===== src/rtl/dnc_write_heads_multi.sv =====
// DNC write-head interface conditioner: for each of H heads, accepts one scalar
// triple and W vector elements, clamps gates, offsets strength, and echoes key/value.
module dnc_write_heads_multi #(
  parameter int DATA_SIZE    = 64,
  parameter int CONTROL_SIZE = 64,
  parameter int H            = 4
) (
  input  logic                    CLK,
  input  logic                    RST,
  input  logic                    START,
  output logic                    READY,
  input  logic [CONTROL_SIZE-1:0] SIZE_W_IN,
  input  logic                    SCALAR_IN_ENABLE,
  input  logic [DATA_SIZE-1:0]    GA_IN,
  input  logic [DATA_SIZE-1:0]    GW_IN,
  input  logic [DATA_SIZE-1:0]    BETA_IN,
  input  logic                    VECTOR_IN_ENABLE,
  input  logic [DATA_SIZE-1:0]    K_IN,
  input  logic [DATA_SIZE-1:0]    E_IN,
  input  logic [DATA_SIZE-1:0]    V_IN,
  output logic [DATA_SIZE-1:0]    GA_OUT,
  output logic [DATA_SIZE-1:0]    GW_OUT,
  output logic [DATA_SIZE-1:0]    BETA_OUT,
  output logic                    SCALAR_OUT_ENABLE,
  output logic [DATA_SIZE-1:0]    K_OUT,
  output logic [DATA_SIZE-1:0]    E_OUT,
  output logic [DATA_SIZE-1:0]    V_OUT,
  output logic                    VECTOR_OUT_ENABLE,
  output logic [CONTROL_SIZE-1:0] HEAD_OUT
);

  localparam int FRAC = DATA_SIZE / 2;
  localparam logic [DATA_SIZE-1:0] ONE     = {{(DATA_SIZE-1){1'b0}}, 1'b1} << FRAC;
  localparam logic [DATA_SIZE-1:0] MAX_POS = {1'b0, {(DATA_SIZE-1){1'b1}}};

  typedef enum logic [1:0] {IDLE, SCALAR, VECTOR, NEXT} state_t;

  state_t                  state;
  logic [CONTROL_SIZE-1:0] size_w;
  logic [CONTROL_SIZE-1:0] head;
  logic [CONTROL_SIZE-1:0] elem;
  logic                    last_head;
  logic                    last_elem;

  // Gates live in [0, ONE]; the sign bit alone identifies negative inputs.
  function automatic logic [DATA_SIZE-1:0] gate_clamp(input logic [DATA_SIZE-1:0] x);
    if (x[DATA_SIZE-1])
      return '0;
    else if (x > ONE)
      return ONE;
    else
      return x;
  endfunction

  // Non-negative x plus ONE cannot wrap the full word, so a set sign bit means overflow.
  function automatic logic [DATA_SIZE-1:0] strength(input logic [DATA_SIZE-1:0] x);
    logic [DATA_SIZE-1:0] sum;
    sum = x + ONE;
    if (x[DATA_SIZE-1])
      return ONE;
    else if (sum[DATA_SIZE-1])
      return MAX_POS;
    else
      return sum;
  endfunction

  assign last_head = (head == CONTROL_SIZE'(H - 1));
  assign last_elem = (elem == size_w - CONTROL_SIZE'(1));

  // NOTE: all state and outputs use non-blocking assignments so every register
  // samples pre-edge values regardless of statement order within the block.
  always_ff @(posedge CLK) begin
    if (RST) begin
      state             <= IDLE;
      READY             <= 1'b1;
      size_w            <= '0;
      head              <= '0;
      elem              <= '0;
      GA_OUT            <= '0;
      GW_OUT            <= '0;
      BETA_OUT          <= '0;
      SCALAR_OUT_ENABLE <= 1'b0;
      K_OUT             <= '0;
      E_OUT             <= '0;
      V_OUT             <= '0;
      VECTOR_OUT_ENABLE <= 1'b0;
      HEAD_OUT          <= '0;
    end else begin
      SCALAR_OUT_ENABLE <= 1'b0;
      VECTOR_OUT_ENABLE <= 1'b0;
      case (state)
        IDLE: begin
          if (START) begin
            size_w <= SIZE_W_IN;
            head   <= '0;
            elem   <= '0;
            READY  <= 1'b0;
            state  <= SCALAR;
          end
        end
        SCALAR: begin
          if (SCALAR_IN_ENABLE) begin
            GA_OUT            <= gate_clamp(GA_IN);
            GW_OUT            <= gate_clamp(GW_IN);
            BETA_OUT          <= strength(BETA_IN);
            SCALAR_OUT_ENABLE <= 1'b1;
            HEAD_OUT          <= head;
            if (size_w == '0) begin
              state <= NEXT;
              if (last_head) READY <= 1'b1;
            end else begin
              state <= VECTOR;
            end
          end
        end
        VECTOR: begin
          if (VECTOR_IN_ENABLE) begin
            K_OUT             <= K_IN;
            E_OUT             <= gate_clamp(E_IN);
            V_OUT             <= V_IN;
            VECTOR_OUT_ENABLE <= 1'b1;
            HEAD_OUT          <= head;
            if (last_elem) begin
              state <= NEXT;
              if (last_head) READY <= 1'b1;
            end else begin
              elem <= elem + CONTROL_SIZE'(1);
            end
          end
        end
        NEXT: begin
          if (last_head) begin
            state <= IDLE;
          end else begin
            head  <= head + CONTROL_SIZE'(1);
            elem  <= '0;
            state <= SCALAR;
          end
        end
        default: state <= IDLE;
      endcase
    end
  end

endmodule


===== config.mk =====
export PLATFORM = sky130hd
export DESIGN_NAME = dnc_write_heads_multi
export DESIGN_NICKNAME = d
export VERILOG_FILES = /design/src/rtl/dnc_write_heads_multi.sv
export SDC_FILE = /design/constraint.sdc
export NUM_CORES = 1
export LEC_CHECK = 0
export CORE_AREA = 2 2 351 353
export CTS_CLUSTER_DIAMETER = 200
export CTS_CLUSTER_SIZE = 10
export DETAILED_ROUTE_END_ITERATION = 7
export DIE_AREA = 0 0 353 355
export GPL_ROUTABILITY_DRIVEN = 0
export SLEW_MARGIN = 10
export SYNTH_ARGS = -nofsm -noshare
export SYNTH_HDL_FRONTEND = slang
export SYNTH_SLANG_ARGS = --single-unit

===== constraint.sdc =====
create_clock -name CLK -period 11.7 [get_ports CLK]
set_input_delay 2.34 -clock CLK [delete_from_list [all_inputs] [get_ports CLK]]
set_output_delay 2.34 -clock CLK [all_outputs]
set_load 0.03 [all_outputs]

# [Word-level counts from Yosys, hierarchy flattened]
# Cells that the tools add are included.
[op_classes] reduce_logical=16 div=0 bitwise_logic=2 n_eq_ne=12 add_sub_neg=4 n_lt_le_gt_ge=3 mux=34 shift=0 mul=0
[ops] cell="$mux 63" n=8
[ops] cell="$mux 64" n=7
[ops] cell="$pmux 64 s2" n=2
[ops] cell="$gt 64x33->1 const B" n=3
[ops] cell="$pmux 64 s3" n=1
[ops] cell="$add 64x1->64 const B" n=2
[ops] cell="$add 64x33->64 const B" n=1
[ops] cell="$eq 64x2->1 const B" n=1
[ops] cell="$eq 64x64->1" n=1
[ops] cell="$logic_not 64->1" n=1
[ops] cell="$sub 64x1->64 const B" n=1
[ops] cell="$ne 2x2->1 const B" n=7
[ops] cell="$mux 1" n=10
[ops] cell="$mux 2" n=4
[ops] cell="$pmux 2 s4" n=1
[ops] cell="$reduce_and 2->1" n=3
[ops] cell="$reduce_and 3->1" n=2
[ops] cell="$reduce_and 6->1" n=1
[ops] cell="$reduce_bool 3->1" n=2
[ops] cell="$reduce_and 5->1" n=1
[ops] cell="$eq 2x2->1 const B" n=2
[ops] cell="$reduce_and 4->1" n=1
[ops] cell="$reduce_bool 2->1" n=2
[ops] cell="$reduce_or 2->1" n=2
[ops] cell="4 further kinds" n=5
[totals] ff_bits=645 ramBits=0 rom_bits=0 latchBits=0 inputBits=453 mem_count=0 word_cells=85 output_inout_bits=451

# [Logic depth before layout (Yosys ltp)]
# Gate-level depths: netlist (run 1).
[logic_depth] ltp_word=5 depth_mapped=18 depth_no_buf=13

# [Worst setup path before layout (run 1)]
# Ideal clock, no wire load.
[synth_path] path_kind="input -> register" startpoint="input BETA_IN[34]" endpoint="register BETA_OUT[30]" path_stages=12 required_time_ns=11.635 setup_time_ns=0.065 arrival_time_ns=4.616 setup_slack_ns=7.018 n_path_buf=1 cell_sequence="nand3_1 nor2_1 and2_1 nand4_1 or2_2 nor2_1 nor4b_1 nand3_1 clkbuf_1 a211oi_1 a21oi_1 nor2_1"
[synth_via] elab_chain_len=3
[synth_rtl] element="start, declared" line="16" text="input logic [DATA_SIZE-1:0] BETA_IN,"
[synth_rtl] element="$add 64x33->64" line="58" text="sum = x + ONE;"
[synth_rtl] element="$mux 63" line="61" text="else if (sum[DATA_SIZE-1])"
[synth_rtl] element="$mux 63" line="59" text="if (x[DATA_SIZE-1])"
[synth_rtl] element="end signal, assigned" line="105" text="BETA_OUT <= strength(BETA_IN);"
[synth_rtl] element="end, declared" line="23" text="output logic [DATA_SIZE-1:0] BETA_OUT,"
# No other way between the ends.
# A chain may end at the register's enable or synchronous reset.

# [Worst setup path after layout (run 1)]
[layout_path] startpoint="input BETA_IN[34]" endpoint="register BETA_OUT[23]"
# Same word-level chain as after synthesis.

==> impl_metrics.toml, run 1 <==
[timing]
finalCriticalPeriod_ns = 5.71
post-route-period-util_pct = 48.8
rsz0062_at_grt = "no"
slew_viol_final = 0
hold_viol = 0
max_slew_margin_pct = 24.5
setup_tns_ns = 0
max_freq_mhz = 175
setup_violations = 0
worst_pin_slew_ns = 1.12
finalClockSkew_ns = 0.0361
worst_hold_slack_ns = 0.451

[die]
std_cell_rows = 128
ios = 904
die-area_um2 = 125000
die_h_um = 355
core_area_um2 = 121000
die_x_um = 353
start_util_pct = 22.1

[yosys]
ys_seq_area_share_pct = 47.9
synth_cells = 3274
synth.largest_area_cell = "dfxtp_1"
yosysMostFrequentCell = "nand2_1"
synth_edf_count = 0
yosysWarnings = 0
synth_mux_area_share_pct = 0.378
synth-compound-area-share_pct = 14.7
synthTopCellsByCount = "648 x nand2_1, 641 x dfxtp_1, 367 x a21oi_1, 295 x nor2_1, 183 x clkbuf_1"
synth_cell_types = 70
yosys.area.top_type_share_pct = 47.9
synth_area_leaders = "dfxtp_1 48%, nand2_1 9.1%, a21oi_1 6.9%, nor2_1 4.1%, xor2_1 3.1%"
dominantRegCellSynth = "dfxtp_1"
synthAdderAreaFrac_pct = 0.420
syn_area_um2 = 26800
yosys_register_bits = 641
async_flop_share_pct = 0
avgSynthCellArea_um2 = 8.18
synth_top_family_by_area = "simple AND/OR/NAND/NOR gates"
synthXorXnorAreaFrac_pct = 5.82
synth_simple_gate_area_share_pct = 26.6

[clock_network]
cts_made_buffers = 74
cts_tree = "yes"
clock_path_buffers = 3
clk_pin_slew_ns = 0.05
ctsResizeCount = 0
cts-hold-fix-buffers = 0
clk_latency_ns = 0.65
cts.htree.levels = 3
clkSinkCount = 641
clock-root-buffer = "clkbuf_16"
post_cts_buffers = 0

[global_routing]
grt_max_degree = 145
grt_pass1_wl_um = 164000
gr-usage-met1_pct = 20.9
grt_use_total_pct = 16.9
grt_overflow = 0
grt_pass1_vias = 25600
use_met3_pct = 3.69
antenna_found_initial = 5
gr-max-usage-layer = "met2"
use_met2_pct = 28.9

[worst_setup_path]
crit_fanout = 31
worstSetupPathType = "primary input to flip-flop"
crit_arrival_ns = 6.26
reg2regPathDepth = 11
worst_r2r_endpoint = "elem[42]"
r2r-start = "size_w[8]"
cp-end-kind = "flip-flop"
cp.required_ns = 12.26
critPathLaunchType = "primary input"
r2r_setup_slack_ns = 6.04

[routing]
finalWirelength_um = 112000
dr.pass1.iters = 7
post-route-drc-count = 0
num_vias = 26500
vias_per_cell = 4.66
drtIter0Drc = 1909
wire_per_inst_um = 19.6
drtAntennaViolNets = 0

[place]
port_buffers = 899
hpwl_um = 84400

[flow_run]
maxCapViolCount = 0

[pwr]
power_switching_uw = 2150
power.internal_uw = 3980
power_frac_clock_pct = 33.9
power_density_nw_per_um2 = 157
comb_power_share_pct = 26.5
pwr-share-seq_pct = 39.5
ir_drop_v = 0.000118
swShare_pct = 35.1
leakagePower_uw = 0.0132
total_power_uw = 6140

[layout]
drive_above_1_share_pct = 3.69
post-route-util_pct = 32.3
areaGrowthSynthToFinish_pct = 46.3
design.final.nets = 4521
nFillCells = 12800

[hold_path]
hold_class = "flip-flop to flip-flop"
hold_end = "K_OUT[42]"
hold_start = "K_OUT[42]"
whs_path_depth = 2

[run_status]
status = "complete, no violations"
-- critical path: stages --
cell             delay (ns)
clkdlybuf4s50_1        0.55
nand3_1                0.15
nor2_1                 0.16
and2_1                 0.19
nand4_1                0.19
or2_2                  0.37
nor2_1                 0.19
nor4b_1                0.48
nand3_2                0.64
buf_4                  0.50
a211oi_1               0.32
a21oi_1                0.07
nor2_1                 0.10
-- through the flow --
| stage | setup slack, ns | area, um2 | instances |
|---|---|---|---|
| floorplan | 7.02 | 26800 | 3277 |
| global placement | 5.43 | 37200 | 5608 |
| detailed placement | 5.38 | 37200 | 5608 |
| CTS | 6.08 | 39200 | 5690 |
| global route | 5.63 | 39200 | 5692 |
| finish | 5.99 | 39200 | 5692 |
-- kinds of logic after synthesis --
group,Yosys count
other,1
AOI/OAI and AO/OA,654
and+or+nand+nor,1505
DFF,641
xor gates and xnor gates,178
adders and majority gates,9
buffers and inverters,276
muxes,10
-- layout by cell type (no fill, tap or decap), types with 5 or more instances in the layout --
master / n
or3_1: 46
xor2_1: 95
buf_4: 22
a22oi_1: 104
o31ai_1: 13
o211ai_1: 19
nor2_1: 293
clkdlybuf4s50_1: 897
nand3_1: 64
o21ai_0: 33
or4_1: 45
nand4_1: 65
a21oi_1: 363
and2_1: 99
o21ai_2: 6
dfxtp_1: 641
nand2_1: 645
nor3_1: 44
xnor2_1: 83
a31oi_1: 8
clkbuf_16: 74
o21ai_1: 8
and4_1: 9
nor4_1: 100
inv_1: 60
a21oi_2: 9
and3_1: 26
or2_2: 8
nand2b_1: 16
nor2b_1: 10
mux2i_1: 9
o311ai_0: 5
a211oi_1: 60
ha_1: 9
nor4b_1: 6
-- routing by layer --
| metal | up-vias | part of all wire, % |
|---|---|---|
| li1 | 12800 | - |
| met1 | 12600 | 42 |
| met2 | 938 | 48 |
| met3 | 187 | 6.6 |
| met4 | 0 | 3.4 |
| met5 | - | 0 |
-- area by class of cell --
cell class              instances  area (um2)  area share [%]
multi-input cells            2360       12900            32.9
flip-flops and latches        641       12800            32.8
repair buffers                922        9180            23.4
well taps                    1625        2030            5.19
clock buffers                  75        1860            4.74
inverters                      60         225           0.575
clock inverters                 7         140           0.358
diodes                          2        5.00          0.0128
-- sequential cells by signal, summed over array words and instances, names as in the netlist, 2 cells and up --
name and count:
GA_OUT 63, size_w 64, elem 64, HEAD_OUT 64, BETA_OUT 63, GW_OUT 63, K_OUT 64, E_OUT 63
head 64, V_OUT 64, state 2
-- power groups by stage --
stage | Sequential (uW) | Combinational (uW) | Clock, uW
final | 2430 | 1630 | 2080
after CTS | 2420 | 1630 | 2150
after global routing | 2440 | 1760 | 2230
after detailed placement | 2470 | 1620 | 0
after global placement | 2470 | 1610 | 0
after floorplan | 2540 | 883 | 0
-- how the worst max path moves through the flow --
stage	from	endpoint
6_report	BETA_IN[34]	BETA_OUT[23]
5_1_grt	BETA_IN[34]	BETA_OUT[21]
4_1_cts	BETA_IN[34]	BETA_OUT[28]
3_5_place_dp	BETA_IN[34]	BETA_OUT[28]
3_3_place_gp	BETA_IN[34]	BETA_OUT[6]
2_1_floorplan	BETA_IN[34]	BETA_OUT[30]
(Power assumes the default switching activity.)
==> run 2: changes to the inputs <==
Settings changed: CORE_AREA 2 2 351 353 to 2 2 353 355, DIE_AREA 0 0 353 355 to 0 0 355 357.
Clock period 11.7 ns to 5.2 ns, I/O delays scaled along.
==> run 2 against run 1 <==
  * Sequential power grew 120%
  * Wire length grew 4.6%
  * Critical path depth shrank 1
  * Critical path type is now flip-flop to flip-flop
  * Critical endpoint is now elem[34]
  * Largest power group unchanged
==> impl_metrics.toml, run 2 (synthesis gave the netlist of run 1 again) <==
[run_status]
status = "complete, no violations"

[worst_setup_path]
r2r-start = "size_w[12]"
crit_end = "elem[34]"
r2r_setup_slack_ns = 0.61
cp.required_ns = 5.69
crit_arrival_ns = 5.08
crit_start = "size_w[12]"
cp_num_cells = 12
crit_buf_inv = 1
cp-end-kind = "flip-flop"
worstSetupPathType = "flip-flop to flip-flop"
critPathLaunchType = "flip-flop"
reg2regPathDepth = 12
worst_r2r_endpoint = "elem[34]"
slowest_stage = "a2111oi_0"
cp_cell_sequence = "buf_4 -> or4_1 -> nor4_1 -> a21oi_1 -> nand4b_1 -> a2111oi_0 -> nand4_1 -> nor4b_4 -> nand4_4 -> nand2_1 -> or4_1 -> a21oi_1"
cp_slowest_stage_delay_ns = 0.72
crit_fanout = 22
critPathTopFamily = "simple AND/OR/NAND/NOR gates"

[layout]
seqCellArea_um2 = 12800
areaGrowthSynthToFinish_pct = 47.2
nFillCells = 12800
mostFrequentLayoutCells = "897 x clkdlybuf4s50_1, 645 x nand2_1, 641 x dfxtp_1"
finalNonFillerCells = 5728
multi_input_area_um2 = 12900
drive_above_1_share_pct = 4.21
design.final.nets = 4541
final_common_cell = "clkdlybuf4s50_1"

[pwr]
pwr-share-seq_pct = 38.7
comb_power_share_pct = 27.4
power.internal_uw = 9050
ir_drop_v = 0.000234
power_density_nw_per_um2 = 355
power_switching_uw = 4940
swShare_pct = 35.3
leakagePower_uw = 0.0133
total_power_uw = 14000
power_frac_clock_pct = 33.9

[timing]
max_freq_mhz = 218
rsz0062_at_grt = "no"
setup_tns_ns = 0
slew_viol_final = 0
worst_pin_slew_ns = 1.18
post-route-period-util_pct = 88.3
hold_viol = 0
setup_violations = 0
finalCriticalPeriod_ns = 4.59
finalClockSkew_ns = 0.0293
max_slew_margin_pct = 21.2

[routing]
highest_layer = "met5"
drtIter0Drc = 2148
wl_met2_um = 54400
drtAntennaViolNets = 0
finalWirelength_um = 117000
dr.pass1.iters = 8
post-route-drc-count = 0
vias_per_cell = 4.66
wire_per_inst_um = 20.4
num_vias = 26700
wl_met1_um = 48300
wl_met3_um = 9970

[die]
core_area_um2 = 123000
die_h_um = 357
std_cell_rows = 129
ios = 904
die-area_um2 = 127000
die_x_um = 355
start_util_pct = 21.8

[place]
port_buffers = 899
hpwl_um = 89200
dpl.cell_count = 5640

[clock_network]
clk_latency_ns = 0.65
cts_tree = "yes"
post_cts_buffers = 0
cts-hold-fix-buffers = 0
ctsResizeCount = 0
clkSinkCount = 641
clk_pin_slew_ns = 0.06
cts_made_buffers = 74
clock-root-buffer = "clkbuf_16"
cts.htree.levels = 3
clock_path_buffers = 3

[flow_run]
maxCapViolCount = 0

[global_routing]
grt_pass1_wl_um = 169000
grt_overflow = 0
antenna_found_initial = 11
grt_max_degree = 149
grt_use_total_pct = 17.4
grt_pass1_vias = 25800

[hold_path]
hold_start = "HEAD_OUT[24]"
hold_class = "flip-flop to flip-flop"
-- run 2: cell types whose count changed in the layout (fill, tap and decap cells not counted) --
cell      delta
a21o_2       +1
a21o_4       -1
and3_1       -1
and3_2       +1
buf_12       +5
buf_4       +15
clkinv_8     -2
diode_2      +3
inv_16       +3
-- run 2: layout make-up --
type                       count  area share (%)
tap                         1637            5.19
antenna                        5          0.0317
sequential                   641            32.5
clock buffer                  75            4.71
clock inverter                 8           0.425
multi-input combinational   2360            32.7
timing repair buffer         942            23.8
inverter                      60           0.571
-- run 2: worst min path at each step --
stage	to	slack, ns	cells past startpoint
final	HEAD_OUT[24]	0.45	2
after global routing	K_OUT[36]	0.47	2
after CTS	V_OUT[56]	0.45	2
after detailed placement	GA_OUT[48]	0.44	1
after global placement	E_OUT[38]	0.44	1
after floorplan	HEAD_OUT[1]	0.46	2
-- run 2: power by group through the flow --
stage,clock network [uW],logic (uW),registers (uW)
finish,4740,3830,5420
global route,5070,4110,5450
CTS,4910,3820,5410
detailed placement,0,3810,5510
global placement,0,3800,5500
floorplan,0,1990,5720
-- run 2: worst register-to-register path, cell delays in order (launching register included) --
cell,delay [ns]
dfxtp_1,0.31
buf_4,0.16
or4_1,0.66
nor4_1,0.55
a21oi_1,0.14
nand4b_1,0.18
a2111oi_0,0.72
nand4_1,0.27
nor4b_4,0.41
nand4_4,0.20
nand2_1,0.56
or4_1,0.22
a21oi_1,0.06
-- run 2: per-stage QoR --
stage | hold slack, ns | worst slack, ns | instance area [um2] | util [%]
2_1_floorplan | 0.457 | 1.36 | 26800 | -
3_3_place_gp | 0.440 | 0.668 | 37400 | 30.4
3_5_place_dp | 0.443 | 0.665 | 37400 | 30.4
4_1_cts | 0.453 | 0.636 | 39400 | 32.1
5_1_grt | 0.466 | 0.418 | 39400 | 32.1
6_report | 0.453 | 0.610 | 39400 | 32.1
-- run 2: metal layers --
metal,global-route usage [%],up-vias
li1,-,12900
met1,21.9,12600
met2,28.2,1032
met3,4.80,200
met4,7.04,4
met5,0,-
